==> src/rtl/cpu_run_ctrl.sv <==
// Run/step gate for the CPU: turns divided-clock rising edges into one-cycle cpu_en strobes
// qualified by run switch, debounced step button and core halt. cpu_en lands two edges after cpu_clk is first sampled high.
module cpu_run_ctrl #(
  parameter int DEBOUNCE_LEN = 16
) (
  input  logic       system_clk,
  input  logic       reset,
  input  logic       cpu_clk,
  input  logic       run_sw,
  input  logic       step_btn,
  input  logic       halt,
  output logic       cpu_en,
  output logic [1:0] state,
  output logic [7:0] step_count
);

  localparam int CW = $clog2(DEBOUNCE_LEN);
  localparam logic [CW-1:0] CNT_MAX = CW'(DEBOUNCE_LEN - 1);

  typedef enum logic [1:0] {
    IDLE   = 2'd0,
    RUN    = 2'd1,
    STEP   = 2'd2,
    HALTED = 2'd3
  } state_t;

  state_t cur_state, nxt_state;

  logic [1:0]    clk_sy, run_sy, btn_sy, halt_sy;
  logic          clk_s, run_s, btn_s, halt_s;
  logic          clk_d;
  logic          tick;
  logic          btn_q, btn_q_d;
  logic [CW-1:0] db_cnt;
  logic          step_evt;
  logic          en_nxt;

  // All four inputs are asynchronous to system_clk, cpu_clk included.
  always_ff @(posedge system_clk or negedge reset) begin
    if (!reset) begin
      clk_sy  <= 2'b00;
      run_sy  <= 2'b00;
      btn_sy  <= 2'b00;
      halt_sy <= 2'b00;
      clk_d   <= 1'b0;
    end else begin
      clk_sy  <= {clk_sy[0], cpu_clk};
      run_sy  <= {run_sy[0], run_sw};
      btn_sy  <= {btn_sy[0], step_btn};
      halt_sy <= {halt_sy[0], halt};
      clk_d   <= clk_s;
    end
  end

  assign clk_s  = clk_sy[1];
  assign run_s  = run_sy[1];
  assign btn_s  = btn_sy[1];
  assign halt_s = halt_sy[1];
  assign tick   = clk_s & ~clk_d;

  always_ff @(posedge system_clk or negedge reset) begin
    if (!reset) begin
      btn_q    <= 1'b0;
      btn_q_d  <= 1'b0;
      db_cnt   <= '0;
      step_evt <= 1'b0;
    end else begin
      btn_q_d  <= btn_q;
      step_evt <= btn_q & ~btn_q_d;
      if (btn_s == btn_q) begin
        db_cnt <= '0;
      end else if (db_cnt == CNT_MAX) begin
        btn_q  <= btn_s;
        db_cnt <= '0;
      end else begin
        db_cnt <= db_cnt + 1'b1;
      end
    end
  end

  always_ff @(posedge system_clk or negedge reset) begin
    if (!reset) begin
      cur_state  <= IDLE;
      cpu_en     <= 1'b0;
      step_count <= 8'd0;
    end else begin
      cur_state <= nxt_state;
      cpu_en    <= en_nxt;
      if (en_nxt) begin
        step_count <= step_count + 8'd1;
      end
    end
  end

  // Halt wins in every state; step events outside IDLE fall on the floor.
  always_comb begin
    nxt_state = cur_state;
    en_nxt    = 1'b0;
    case (cur_state)
      IDLE: begin
        if (halt_s)        nxt_state = HALTED;
        else if (run_s)    nxt_state = RUN;
        else if (step_evt) nxt_state = STEP;
      end
      RUN: begin
        if (halt_s) begin
          nxt_state = HALTED;
        end else begin
          en_nxt = tick;
          if (!run_s) nxt_state = IDLE;
        end
      end
      STEP: begin
        if (halt_s) begin
          nxt_state = HALTED;
        end else if (tick) begin
          en_nxt    = 1'b1;
          nxt_state = IDLE;
        end
      end
      HALTED: begin
        if (!halt_s && !run_s) nxt_state = IDLE;
      end
      default: nxt_state = IDLE;
    endcase
  end

  assign state = cur_state;

  a_no_back_to_back: assert property (@(posedge system_clk) disable iff (!reset) cpu_en |=> !cpu_en);

endmodule

==> config.mk <==
export PLATFORM = sky130hd
export DESIGN_NAME = cpu_run_ctrl
export DESIGN_NICKNAME = d
export VERILOG_FILES = /design/src/rtl/cpu_run_ctrl.sv
export SDC_FILE = /design/constraint.sdc
export NUM_CORES = 1
export LEC_CHECK = 0
export BUFFER_PORTS_ARGS = -buffer_cell sky130_fd_sc_hd__buf_4
export CAP_MARGIN = 20
export CORE_UTILIZATION = 42
export CTS_CLUSTER_DIAMETER = 60
export DETAILED_ROUTE_END_ITERATION = 12
export PLACE_DENSITY = 0.73
export RECOVER_POWER = 50
export SYNTH_ARGS = -nofsm -noshare
export SYNTH_HDL_FRONTEND = slang
export SYNTH_SLANG_ARGS = --single-unit
==> constraint.sdc <==
create_clock -name system_clk -period 3.7 [get_ports system_clk]
set_input_delay 0.555 -clock system_clk [delete_from_list [all_inputs] [get_ports system_clk]]
set_output_delay 0.555 -clock system_clk [all_outputs]
set_load 0.02 [all_outputs]
==> key figures <==
Global routing
  – Grt total ovfl: 0
  – Largest net degree at the start of global routing: 28
  – GR Util All Layers: 13.6%
  – Vias in the first global route: 594
  – Gr busiest metal: met2
  – Initial antenna violation count: 0
  – First-pass GRT wire length: 2590 um
  – Met3 Usage GRT: 6.09%
  – Met1 Use GR: 16.3%
  – Met2 GRT Util: 21.3%

Worst setup path
  – Worst EP required: 3.92 ns
  – CP Launch Type: flop
  – Crit path max fanout: 9
  – Critical Path AT: 1.89 ns
  – Crit. End Element: flop
  – R2R cell count: 4
  – Kind of critical path: reg2reg

CTS
  – CTS clk-pin slew, worst paths: 0.14 ns
  – Clock Latency Late Sink: 0.32 ns
  – Total CTS buffers: 3
  – Hold Buf Count CTS: 0
  – Clock tree from TritonCTS: done
  – Post-CTS Repair Setup Buffers: 0
  – Clk sinks: 27
  – H-tree levels: 1
  – CTS Buffer Depth: 2
  – Clock root cell: clkbuf_4
  – CTS resizes: 0

Floorplan
  – Core area: 0.00230 mm^2
  – Die width: 52.4 um
  – Die area: 0.00274 mm^2
  – Initial Util: 46.4%
  – Row count: 17
  – Die Y: 52.4 um
  – Ports: 17

Timing
  – Final cycle utilization of the critical path: 44.9%
  – Worst-margin pin slew: 1.34 ns
  – Peak Freq: 0.602 GHz
  – Max-slew headroom: 10.8%
  – RSZ-0062 raised after global routing: no
  – Setup TNS: 0 ns
  – # setup viols final: 0
  – Final Max Tran Viols: 0
  – Final Hold Fails: 0
  – Clk_skew: 0.00238 ns
  – Min Tclk post-route: 1.66 ns

Pwr
  – P_leak: 0.590 nW
  – Power Density: 603 mW/mm^2
  – Peak supply drop: 437 uV
  – PnR Total Power: 0.752 mW

Placed design
  – Dpl hpwl: 1100 um
  – Routability cong.: 0.793
  – I/O Buffers: 16

Final layout
  – Commonest cells after routing, fill and taps aside: dfrtp_1 (27), buf_4 (11), xnor2_1 (8)
  – Filler Cells Inserted: 194
  – Area Overhead vs Synth: 17.0%
  – Fraction of layout cells with a size suffix above 1: 24.0%
  – Multi-input logic area: 378 um^2
  – Most common cell after layout, fill and taps aside: dfrtp_1
  – FF/Latch Area: 676 um^2
  – Nets@finish: 109
  – Diodes inserted: 0

Yosys
  – Syn nets: 88
  – Syn Area/Cell: 14.0 um^2
  – Mapped Cells: 76
  – Yosys Warn Count: 0
  – Async SR Flop Fraction: 100%
  – Yosys reg bits: 27
  – Distinct cells, synth: 24
  – EDFF count, synth: 0
  – Post-synth top area share: 63.5%
  – Post-synthesis sequential area ratio: 63.5%
  – Synth top area cells: dfrtp_1 (63%), ha_1 (7.1%), xnor2_1 (6.6%)
  – Top_reg_cell synth: dfrtp_1
  – Largest area contributor in the netlist: dfrtp_1
  – Post-Synthesis Cell Area: 0.00106 mm^2

Drt
  – Initial DRC Count: 11
  – Routed len/inst: 12.2 um
  – Routed Antenna Nets: 0
  – DRC: 0
  – Total Routed Length: 1520 um
  – Vias/cell: 5.00
  – Pre-Repair DR Iteration Count: 4
  – Via count: 620

Status
  – Status: completed

Job
  – Max-cap violations: 0

Min path
  – Worst min path class: in2reg
  – WHS Path Cells: 1
per-layer routing:
metal	share of wire, %	vias up
met1	47	298
met4	1.1	0
met2	47	15
li1	-	305
met5	0	-
met3	4.8	2
area by class of cell:
| type | count | share of cell area [%] |
|---|---|---|
| Clock inverter | 1 | 0.602 |
| Clock buffer | 3 | 1.81 |
| Sequential cell | 27 | 54.2 |
| Inverter | 3 | 0.904 |
| Multi-Input combinational cell | 46 | 30.3 |
| Timing Repair Buffer | 16 | 9.34 |
| Tap cell | 28 | 2.81 |
path summary, 6_finish.rpt:
path | from | end | slack (ns)
setup / recovery | state[0]$_DFFE_PN0P_ | step_count[1]$_DFFE_PN0P_ | 2.04
hold / removal | halt | halt_sy[0]$_DFF_PN0_ | 0.35
setup reg to reg | state[0]$_DFFE_PN0P_ | step_count[1]$_DFFE_PN0P_ | 2.04
hold reg to reg | clk_sy[0]$_DFF_PN0_ | clk_sy[1]$_DFF_PN0_ | 0.37
max in group asynchronous | reset | db_cnt[3]$_DFF_PN0_ | 2.42
min in group asynchronous | reset | halt_sy[0]$_DFF_PN0_ | 0.50
critical path, cell delays in order, from the launching register on:
cell     delay, ns
dfrtp_1       0.42
inv_1         0.10
ha_1          0.30
nor3b_4       0.37
mux2_2        0.38
state kept, by name, summed over array words and instances (netlist names):
signal / cells
btn_q: 1
btn_q_d: 1
btn_sy: 2
clk_d: 1
clk_sy: 2
cpu_en: 1
db_cnt: 4
halt_sy: 2
run_sy: 2
state: 2
step_count: 8
step_evt: 1
cells in the mapped netlist (all sizes together), types with 2 or more instances:
master,n
nand4,5
o21ai,2
nor2b,3
dfrtp,27
nand2b,2
nor3b,2
inv,3
xnor2,8
ha,6
a21boi,2
a21oi,2
nand2,2
and3,2
mux2,2
cell families after synthesis:
group / Yosys count / synth area share (%)
multiplexers: 3 / 3.06
AO/OA/AOI/OAI: 8 / 4.70
flip-flops: 27 / 63.5
adder cells (fa/ha/maj): 6 / 7.05
buffers and inverters: 3 / 1.06
AND/OR/NAND/NOR: 20 / 13.3
XOR/XNOR: 9 / 7.40
report_power, final:
| group | switching, mW | internal [mW] |
|---|---|---|
| Clock | 0.0839 | 0.0413 |
| Sequential | 0.0426 | 0.337 |
| Combinational | 0.129 | 0.118 |
stage by stage:
step                hold slack [ns]  area (um^2)  util [%]  setup WS [ns]  std cells
detailed placement            0.337         1220      53.1           2.05        120
CTS                           0.106         1250      54.4           2.03        124
global route                  0.313         1250      54.2           1.96        124
floorplan                     0.259         1060         -           2.03         76
finish                        0.350         1250      54.2           2.04        124
global placement              0.332         1220      53.1           2.10        120
(Power assumes the default switching activity.)
